### config.mk
export PLATFORM = sky130hd
export DESIGN_NAME = hp_au_issue
export DESIGN_NICKNAME = d
export VERILOG_FILES = /design/src/rtl/hp_au_issue.sv
export SDC_FILE = /design/constraint.sdc
export NUM_CORES = 1
export LEC_CHECK = 0
export CORE_UTILIZATION = 30
export CTS_CLUSTER_SIZE = 40
export DETAILED_ROUTE_END_ITERATION = 8
export PLACE_DENSITY_LB_ADDON = 0.1
export SYNTH_ARGS = -nofsm -noshare
export SYNTH_HDL_FRONTEND = slang
export SYNTH_SLANG_ARGS = --single-unit
### constraint.sdc
create_clock -name clk -period 3.6 [get_ports clk]
set_input_delay 0.36 -clock clk [delete_from_list [all_inputs] [get_ports clk]]
set_output_delay 0.36 -clock clk [all_outputs]
set_load 0.02 [all_outputs]
### src/rtl/hp_au_issue.sv
// hp_au_issue: valid/ready command front-end that drives a combinational hp_au_top and returns its result.
// Optional statistics counters are enabled with `define HP_AU_ISSUE_STATS_EN.
`default_nettype none

module hp_au_issue #(
    parameter int WIDTH   = 4,
    parameter int SEL_MAX = 8
) (
    input  logic             clk,
    input  logic             rst,
    input  logic             req_valid,
    output logic             req_ready,
    input  logic [WIDTH-1:0] req_a,
    input  logic [WIDTH-1:0] req_b,
    input  logic [3:0]       req_sel,
    output logic [WIDTH-1:0] au_a,
    output logic [WIDTH-1:0] au_b,
    output logic [3:0]       au_sel,
    input  logic [WIDTH-1:0] au_result,
    output logic             rsp_valid,
    input  logic             rsp_ready,
    output logic [WIDTH-1:0] rsp_result,
    output logic             rsp_err,
    output logic             busy
`ifdef HP_AU_ISSUE_STATS_EN
    ,
    output logic [15:0]      stat_ops,
    output logic [7:0]       stat_errs
`endif
);

    localparam logic [3:0] SEL_MAX_CODE = 4'(SEL_MAX);

    typedef enum logic [1:0] {
        IDLE = 2'd0,
        EXEC = 2'd1,
        RESP = 2'd2
    } state_t;

    state_t state;
    logic   op_err;

    wire req_fire   = req_valid && req_ready && (state == IDLE);
    wire rsp_fire   = rsp_valid && rsp_ready && (state == RESP);
    wire sel_illegal = (req_sel > SEL_MAX_CODE);

    // The operand registers are the AU port drivers; an illegal code parks sel at 0.
    always_ff @(posedge clk) begin
        if (rst) begin
            state      <= IDLE;
            req_ready  <= 1'b0;
            busy       <= 1'b0;
            au_a       <= '0;
            au_b       <= '0;
            au_sel     <= '0;
            op_err     <= 1'b0;
            rsp_valid  <= 1'b0;
            rsp_result <= '0;
            rsp_err    <= 1'b0;
        end else begin
            case (state)
                IDLE: begin
                    if (req_fire) begin
                        au_a      <= req_a;
                        au_b      <= req_b;
                        au_sel    <= sel_illegal ? 4'd0 : req_sel;
                        op_err    <= sel_illegal;
                        req_ready <= 1'b0;
                        busy      <= 1'b1;
                        state     <= EXEC;
                    end else begin
                        req_ready <= 1'b1;
                    end
                end
                EXEC: begin
                    rsp_result <= op_err ? '0 : au_result;
                    rsp_err    <= op_err;
                    rsp_valid  <= 1'b1;
                    state      <= RESP;
                end
                RESP: begin
                    if (rsp_fire) begin
                        rsp_valid <= 1'b0;
                        req_ready <= 1'b1;
                        busy      <= 1'b0;
                        state     <= IDLE;
                    end
                end
                default: begin
                    state     <= IDLE;
                    rsp_valid <= 1'b0;
                    req_ready <= 1'b0;
                    busy      <= 1'b0;
                end
            endcase
        end
    end

`ifdef HP_AU_ISSUE_STATS_EN
    always_ff @(posedge clk) begin
        if (rst) begin
            stat_ops  <= '0;
            stat_errs <= '0;
        end else if (rsp_fire) begin
            stat_ops <= stat_ops + 16'd1;
            if (rsp_err && (stat_errs != 8'hFF)) begin
                stat_errs <= stat_errs + 8'd1;
            end
        end
    end
`endif

endmodule

`default_nettype wire

==> flow_summary.ini <==
[run_status]
status = finished, final reports clean

[route]
num_vias = 819
avgRoutedWirePerCell_um = 10.87
routed-wl-met2_um = 920
met3_length_um = 101
top_layer_used = met4
post_route_ant_nets = 0
detail_route.wirelength.met1_um = 970
vias_per_cell = 4.427
detail_route.first_pass.iterations = 4
drt-total-wl_um = 2011
detail_route.iter0.violations = 17
drc = 0

[synthesis]
synth.yosys.warnings = 0
netlist_instances = 103
synth_top_area_share_pct = 47.24
synth-seq-cells = 23
synth.lib_cells_used.distinct = 24
postSynthNetCount = 123
post_synth_instance_area_um2 = 974.7
postSynthAreaPerCell_um2 = 9.463
synthTopCellsByArea = dfxtp_1, a21oi_2, nand2_1
synth-seq-area-share_pct = 47.24
netlist.top_cell.by_area = dfxtp_1

[timing]
smallest_setup_slack_after_layout_ns = 1.814
max_freq_mhz = 559.9
layout_worst_path_cycle_share_pct = 49.61
finalSetupTns_ns = 0
drv_slew = 0
slew_headroom_pct = 31.08
timing.final.setup_violations = 0
clock-skew-final_ns = 0.01781
final.min_clock_period_ns = 1.786
grt_setup_unrepaired = no
timing_worst_slew_pin_value_ns = 1.031
timing_hold_violations_final = 0
whs_ns = 0.4593

[die]
die-height_um = 59
fp.dieArea_um2 = 3481
fp.coreArea_um2 = 3078
core.rowCount = 20
die_x_um = 59
boundaryPins = 40
start_util_pct = 31.67

[worst_setup_path]
worst-path-stages = 1
timing.critical_path.cells = clkdlybuf4s50_1
timing.critical_path.slowest_stage_cell = clkdlybuf4s50_1
reg2reg_to = op_err
path_buf_inv = 1
max_stage_delay_ns = 0.65
crit_fanout = 5
worstPathRequired_ns = 3.24
critPathLaunchType = register
endpoint_kind = output port
ff2ff_setup_slack_ns = 2.29
critical_path_start = req_ready
timing.rr.start = state[0]
critical_path_arrival_ns = 1.43
number_of_cells_traversed_by_the_worst_register_to_register_path = 3
critical_path.top_delay_family = buffers and inverters
timing_worst_setup_path_type = reg2out

[global_routing]
grt_pass1_vias = 793
grt_pass1_wl_um = 3243
grt_antenna_before_repair = 0
global_route.overflow_total = 0
track_usage_pct = 12.38
grt_start_max_net_pins = 24

[cts]
cts_buffer_depth = 2
post_cts.repair.setup_buffers = 0
clkTransAtPathRegs_ns = 0.14
clock-sinks = 23
cts_resized = 0
ctsRootBufferMaster = clkbuf_4
h_tree_depth = 1
cts_hold_buf = 0
cts_tree = built
numCtsBuffers = 3
clk-insertion-delay-late_ns = 0.32

[cells_and_area]
final_layout_size_suffix_gt1_share_pct = 19.15
final_design_area_no_fill_um2 = 1404
fillerInstances = 327
n_antenna_cell = 0
multiInputGateArea_um2 = 462.9
seqCellArea_um2 = 460.4
num-nets-final = 162
syn2layout_area_growth_pct = 44.03

[place]
place_worst_setup_slack_ns = 1.666
placedInstanceArea_um2 = 1376
gp_routability_congestion = 0.6877
port_buffers = 39
post-dp-hpwl_um = 1424

[pwr]
internal-power_uw = 362.1
p_leak_nw = 0.4632
switching_power_uw = 135.5
power.density_nw_per_um2 = 354.4
power_frac_seq_pct = 55.6
share_comb_of_total_power_pct = 20.6
power.ir.vdd_worst_mv = 0.2657
pwr-share-clk_pct = 23.9
power.switching_fraction_pct = 27.23

[worst_hold_path]
holdCritStartpoint = rsp_result[2]
hold_depth = 2
min-delay-path-class = reg2reg
worstHoldEndpoint = rsp_result[2]

[job]
drv_cap = 0
Yosys cell counts:
master     count
buf_1          1
nand3b_1       8
nor3_1         1
o22ai_2        1
inv_1          2
o21ai_0        1
and2b_1        1
and4bb_4       1
and3_1         1
nand2_1       19
clkbuf_1       1
buf_12         1
dfxtp_1       23
nor2_2         1
buf_2          1
nor4b_2        1
nand2_2        8
nand4bb_4      1
a21oi_2        9
nand2_4        1
a21oi_1       13
buf_6          1
nand2b_1       1
nor2_1         5
metal layers:
| layer | track usage, % | vias up |
|---|---|---|
| met2 | 20.78 | 25 |
| met1 | 15.01 | 371 |
| met3 | 4.585 | 2 |
| met4 | 3.061 | 0 |
| li1 | - | 421 |
| met5 | 0 | - |
power groups by stage:
| stage | combinational (mW) | clock, mW | sequential, mW |
|---|---|---|---|
| global placement | 0.103 | 0 | 0.282 |
| detailed placement | 0.104 | 0 | 0.282 |
| floorplan | 0.0463 | 0 | 0.293 |
| finish | 0.102 | 0.119 | 0.276 |
| global route | 0.110 | 0.140 | 0.278 |
| CTS | 0.104 | 0.129 | 0.277 |
layout make-up:
type,count,area share (%)
timing repair buffer,39,27.81
sequential,23,32.80
clock inverter,1,0.3565
inverter,2,0.5348
tap,44,3.922
clock buffer,3,1.604
multi-input combinational,73,32.98
cells in the final DEF, fill, tap and decap left out, types with 2 or more instances in the layout:
master           synthesis  layout
nand2_1                 19      19
clkdlybuf4s50_1          0      39
nor2_1                   5       5
a21oi_2                  9       9
inv_1                    2       2
dfxtp_1                 23      23
a21oi_1                 13      13
nand3b_1                 8       8
nand2_2                  8       8
clkbuf_4                 0       3
state kept, by name (all words and copies together), names as in the netlist, 2 cells and up:
register and count:
au_a 4, au_b 4, au_sel 4, rsp_result 4, state 2
through the flow:
stage	util, %	power (mW)	cells
2_1_floorplan	-	0.3393	103
3_3_place_gp	44.72	0.3849	181
3_5_place_dp	44.72	0.3861	181
4_1_cts	45.61	0.5104	185
5_1_grt	45.61	0.5286	185
6_report	45.61	0.4976	185
cell families (layout without fill, tap and decap cells):
logic type	count (synthesis)	count (layout)	synth area share [%]
simple gates	49	49	30.94
compound gates	24	24	16.56
flops	23	23	47.24
buf+inv	7	45	5.262
worst max path at each step:
stage                     end
floorplan             au_a[0]
global placement    req_ready
detailed placement  req_ready
CTS                 req_ready
global route        req_ready
finish              req_ready
(Power assumes the default switching activity.)
